[src/rtl/led_switch_ctrl.sv]
// led_switch_ctrl: slide switches and two push buttons drive a bank of LEDs.
// KEY[0] captures the switches, KEY[1] steps the display mode
// LATCH -> LIVE -> SHIFT. SHIFT rotates the captured pattern left once per tick.
// Optional feature macro: LED_SWITCH_DEBOUNCE_EN enables per-key debounce
// counters. Without it the synchronized key level is used directly.

module led_switch_ctrl #(
    parameter int WIDTH           = 8,
    parameter int DEBOUNCE_CYCLES = 500000,
    parameter int TICK_CYCLES     = 25000000
) (
    input  logic             CLK,
    input  logic             RST_N,
    input  logic [WIDTH-1:0] SW,
    input  logic [1:0]       KEY,
    output logic [WIDTH-1:0] LEDR,
    output logic [1:0]       MODE
);

    typedef enum logic [1:0] {
        ModeLatch = 2'b00,
        ModeLive  = 2'b01,
        ModeShift = 2'b10
    } mode_e;

    localparam int TickW = (TICK_CYCLES > 1) ? $clog2(TICK_CYCLES) : 1;
    localparam logic [TickW-1:0] TickLast = TickW'(TICK_CYCLES - 1);

    logic [WIDTH-1:0] swSync1_q, swSync2_q;
    logic [1:0]       keySync1_q, keySync2_q;
    logic [1:0]       keyDeb_q;
    logic [1:0]       keyPrev_q;
    logic [1:0]       press;
    logic             capPulse, modePulse;

    mode_e            mode_q, mode_d;
    logic [WIDTH-1:0] capture_q, capture_d;
    logic [WIDTH-1:0] rotate_q, rotate_d;
    logic [WIDTH-1:0] rotl;
    logic [TickW-1:0] tick_q, tick_d;
    logic [WIDTH-1:0] ledr_q, ledr_d;

    // Two-flop synchronizers; keys idle high (released) out of reset
    always_ff @(posedge CLK) begin
        if (!RST_N) begin
            swSync1_q  <= '0;
            swSync2_q  <= '0;
            keySync1_q <= 2'b11;
            keySync2_q <= 2'b11;
        end else begin
            swSync1_q  <= SW;
            swSync2_q  <= swSync1_q;
            keySync1_q <= KEY;
            keySync2_q <= keySync1_q;
        end
    end

`ifdef LED_SWITCH_DEBOUNCE_EN
    localparam int DebW = (DEBOUNCE_CYCLES > 1) ? $clog2(DEBOUNCE_CYCLES) : 1;
    localparam logic [DebW-1:0] DebLast = DebW'(DEBOUNCE_CYCLES - 1);

    logic [DebW-1:0] debCnt_q [2];

    // Accept a new key level only after it has disagreed for DEBOUNCE_CYCLES cycles in a row
    always_ff @(posedge CLK) begin
        if (!RST_N) begin
            keyDeb_q <= 2'b11;
            for (int k = 0; k < 2; k++) begin
                debCnt_q[k] <= '0;
            end
        end else begin
            for (int k = 0; k < 2; k++) begin
                if (keySync2_q[k] == keyDeb_q[k]) begin
                    debCnt_q[k] <= '0;
                end else if (debCnt_q[k] == DebLast) begin
                    keyDeb_q[k] <= keySync2_q[k];
                    debCnt_q[k] <= '0;
                end else begin
                    debCnt_q[k] <= debCnt_q[k] + DebW'(1);
                end
            end
        end
    end
`else
    // No debounce: the synchronized level is taken as the debounced level
    always_ff @(posedge CLK) begin
        if (!RST_N) begin
            keyDeb_q <= 2'b11;
        end else begin
            keyDeb_q <= keySync2_q;
        end
    end
`endif

    // Remember the previous debounced level so only a 1->0 transition makes a pulse
    always_ff @(posedge CLK) begin
        if (!RST_N) begin
            keyPrev_q <= 2'b11;
        end else begin
            keyPrev_q <= keyDeb_q;
        end
    end

    assign press     = keyPrev_q & ~keyDeb_q;
    assign capPulse  = press[0];
    assign modePulse = press[1];
    assign rotl      = (rotate_q << 1) | (rotate_q >> (WIDTH - 1));

    // Next-state for mode, capture, rotate and tick; LED value follows the new state
    always_comb begin
        mode_d    = ModeLatch;
        capture_d = capture_q;
        rotate_d  = rotate_q;
        tick_d    = tick_q;
        ledr_d    = '0;

        if (capPulse) begin
            capture_d = swSync2_q;
        end

        case (mode_q)
            ModeLatch: mode_d = modePulse ? ModeLive  : ModeLatch;
            ModeLive:  mode_d = modePulse ? ModeShift : ModeLive;
            ModeShift: mode_d = modePulse ? ModeLatch : ModeShift;
            default:   mode_d = ModeLatch;
        endcase

        if (mode_d == ModeShift) begin
            if ((mode_q != ModeShift) || capPulse) begin
                rotate_d = capture_d;
                tick_d   = '0;
            end else if (tick_q == TickLast) begin
                rotate_d = rotl;
                tick_d   = '0;
            end else begin
                tick_d = tick_q + TickW'(1);
            end
        end else begin
            tick_d = '0;
        end

        case (mode_d)
            ModeLive:  ledr_d = swSync2_q;
            ModeShift: ledr_d = rotate_d;
            default:   ledr_d = capture_d;
        endcase
    end

    // Mode FSM and datapath registers, LED drive registered
    always_ff @(posedge CLK) begin
        if (!RST_N) begin
            mode_q    <= ModeLatch;
            capture_q <= '0;
            rotate_q  <= '0;
            tick_q    <= '0;
            ledr_q    <= '0;
        end else begin
            mode_q    <= mode_d;
            capture_q <= capture_d;
            rotate_q  <= rotate_d;
            tick_q    <= tick_d;
            ledr_q    <= ledr_d;
        end
    end

    assign LEDR = ledr_q;
    assign MODE = mode_q;

endmodule

[config.mk]
export PLATFORM = sky130hd
export DESIGN_NAME = led_switch_ctrl
export DESIGN_NICKNAME = d
export VERILOG_FILES = /design/src/rtl/led_switch_ctrl.sv
export SDC_FILE = /design/constraint.sdc
export NUM_CORES = 1
export LEC_CHECK = 0
export BUFFER_PORTS_ARGS = -buffer_cell sky130_fd_sc_hd__buf_2
export CAP_MARGIN = 20
export CORE_MARGIN = 2
export CORE_UTILIZATION = 54
export DETAILED_ROUTE_END_ITERATION = 7
export GPL_TIMING_DRIVEN = 1
export PLACE_DENSITY = 0.86
export SLEW_MARGIN = 20
export SYNTH_ARGS = -nofsm -noshare
export SYNTH_HDL_FRONTEND = slang
export SYNTH_SLANG_ARGS = --single-unit
[constraint.sdc]
create_clock -name CLK -period 2.2 [get_ports CLK]
set_clock_uncertainty 0.05 [all_clocks]
set_input_delay 0.22 -clock CLK [delete_from_list [all_inputs] [get_ports CLK]]
set_output_delay 0.22 -clock CLK [all_outputs]
set_load 0.03 [all_outputs]
==> metrics <==
outcome complete, no violations; Crit path required time roughly 2.4 ns; Fin. Hold Viols 0; f_max ~480 MHz; Core Util, Final between 60% and 70%; Cell Rows 28; CP max FO 4; Worst-path clk slew around 0.09 ns; final wirelength around 7500 um; clock latency on the worst-skew pair roughly 0.36 ns; gr usage total around a quarter; Worst-Margin Slew 0.517 ns; min cycle time layout 2.06 ns; # clock sinks 75; Cell variety after synth 44; CTS Root Cell clkbuf_8; WHS Path Cells 2; main combinational cell family by area after synthesis simple AND/OR/NAND/NOR gates; simple-gate share of the synthesized area ~28%; cell count after synthesis 364; EDFF count, synth 0; Critical Path Source Type flip-flop; CP arrival 2.31 ns; DRC violations left 0; DIE AREA between 6000 and 7000 sq um; number of max-cap violations 0; Slew HR between 60% and 70%; period utilization between 90% and 100%; area grow syn2layout 14.5%; post-route cell area ~3800 sq um; Reg area between 1500 and 2000 sq um; post-synthesis sequential area ratio ~45%; CTS tree built; Leak Pwr 0.00130 uW; Initial Utilization 55.9%; DRT antenna net count 0; DP HPWL between 5000 and 6000 um; post-synthesis adder-cell area fraction about 1.1%; largest net degree at the start of global routing 26; # IOs 22; Synth Register Bits between 70 and 80; Syn Area/Cell around 9 sq um; reg2reg start tick_q[0]; Synthesized Nets 379; initial drt markers 252; IO buf count 21; PnR worst setup slack around 0.14 ns; diode count 0; vias in the first global route approximately 2600; Final setup viols 0; Max Root-Sink Buffers 2; setup tns final 0 ns; xor and xnor area share after synthesis under 10%; RR Endpoint tick_q[24]; mean routed wirelength per cell roughly 16 um; post-layout net count approximately 410; # H-tree levels 3; Post-Syn Area 3310 sq um; detailed-router iteration count before antenna repair 5; asr flop ratio synth 0%; initial antenna violation count 0; Crit. End Element flip-flop; Yosys Warn Count 0; Core Area around 6000 sq um; post-synthesis mux area share between 2 and 3%; Die X-Extent between 80 and 90 um; Filler cells about 470; Compound-Gate Fraction of Synth Area between 10% and 20%; Num CTS Buffers 9; share of layout cells above drive strength 1 just under 20%; dpl cells ~450; DIE HEIGHT 82.3 um; Multi-input gate area around 1700 sq um; final slew viol count 0; R2R depth 5; PD cells ~660 nW/um^2; Hold Startpoint SW[3]; non-filler instance count after layout 473; most common flop cell mapped by yosys dfxtp_1; via density per instance approximately 6.1; first-pass GRT wire length ~12000 um; FF-to-FF setup slack around 0.14 ns; grt ovf 0; GP Congestion between 0.9 and 1; crit path kind reg -> reg; Hold WC Path Type in -> reg; DP Worst Slack between 0.07 and 0.08 ns; maximum VDD drop between 0.5 and 0.6 mV; Worst Hold End swSync1_q[3]; Via Count 2863; dpl cell area 3540 sq um
-- Yosys cell counts, drive strengths merged, types with 2 or more instances --
master  instances  area, sq um
and3            4         25.0
xnor2           8         70.1
o21ai          14         70.1
o32ai           8         70.1
o211ai          9         72.6
buf             5         22.5
clkbuf         17         65.1
inv             7         26.3
nor4bb          3         30.0
nor4            3         18.8
nor2           16         60.1
a22oi           7         52.6
or3            14         87.6
mux2            8         90.1
nand2b         10         62.6
nand3           9         45.0
or4            10         76.3
and4            4         36.3
xor2            3         26.3
nor4b           2         17.5
dfxtp          75         1500
nand4          14          109
a31oi           8         50.1
or2             2         12.5
ha              3         37.5
o31ai           8         60.1
nand2           9         33.8
nor3           12         60.1
nor2b          12         75.1
and2           26          163
a21oi          29          145
-- routing by layer --
layer	GRT usage (%)	vias up	part of all wire [%]
met5	0	-	0
met4	9.50	0	1.9
met3	6.09	18	8.0
met2	35.5	123	44
met1	32.3	1328	46
li1	-	1394	-
-- metrics by stage --
stage | hold slack, ns | total power [uW]
after global routing | 0.00439 | 2580
after floorplan | 0.271 | 1460
after global placement | 0.338 | 1490
after detailed placement | 0.345 | 1490
final | 0.00892 | 2500
after CTS | 0.00205 | 2510
-- where the power goes --
part / switching, uW / internal (uW) / total (uW)
combinational: 41.6 / 35.1 / 76.7
sequential: 9.65 / 1380 / 1390
clock: 570 / 463 / 1030
-- cell type report --
| type | count | share of cell area (%) |
|---|---|---|
| flip-flops and latches | 75 | 39.7 |
| well taps | 75 | 2.48 |
| clock buffers | 10 | 3.63 |
| inverters | 8 | 0.793 |
| clock inverters | 6 | 1.45 |
| multi-input cells | 259 | 45.3 |
| repair buffers | 40 | 6.67 |
-- placed cells by master, fill, tap and decap left out, types with 4 or more instances in the layout --
cell type,Yosys,layout
a21oi_1,29,29
a22oi_1,7,7
a31oi_1,8,8
and2_1,26,25
and3_1,4,4
buf_2,3,21
buf_4,0,17
clkbuf_8,0,10
dfxtp_1,75,73
inv_1,7,7
mux2_2,8,8
nand2_1,9,9
nand2b_1,10,10
nand3_1,9,9
nand4_1,12,12
nor2_1,16,16
nor2b_1,12,10
nor3_1,12,11
o211ai_1,8,8
o21ai_0,14,13
o31ai_1,8,8
o32ai_1,8,8
or3_1,14,14
or4_1,9,9
xnor2_1,8,8
-- repair_timing --
action / 4_1_cts / 5_1_grt
setup endpoints to repair: 1 / 10
cloned: 0 / 0
buffers inserted: 0 / 3
hold buffers: 2 / 0
hold endpoints to repair: 2 / 0
pin swaps: 0 / 2
resized for setup: 1 / 5
-- registers in the layout, summed over array words and instances, names as in the netlist --
register and count:
LEDR 8, MODE 2, capture_q 8, keyDeb_q 2
keyPrev_q 2, keySync1_q 2, keySync2_q 2, rotate_q 8
swSync1_q 8, swSync2_q 8, tick_q 25
-- how the worst max path moves through the flow --
stage,start,to,cells past startpoint
2_1_floorplan,MODE[0],tick_q[22],10
3_3_place_gp,keyPrev_q[1],LEDR[7],8
3_5_place_dp,keyPrev_q[1],LEDR[6],9
4_1_cts,keyPrev_q[1],LEDR[6],9
5_1_grt,keyPrev_q[1],LEDR[6],8
6_report,tick_q[0],tick_q[24],5
-- cells by family after synthesis --
| family | Yosys count |
|---|---|
| simple gates | 151 |
| fa+ha+maj | 3 |
| flops | 75 |
| xor+xnor | 11 |
| mux | 8 |
| buf+inv | 30 |
| compound gates | 86 |
-- worst max-delay path: stages (launching register included) --
cell     delay (ns)
dfxtp_1        0.38
ha_2           0.24
nand4_2        0.11
or4_1          0.58
or4_1          0.49
a21oi_1        0.15
(Power assumes the default switching activity.)
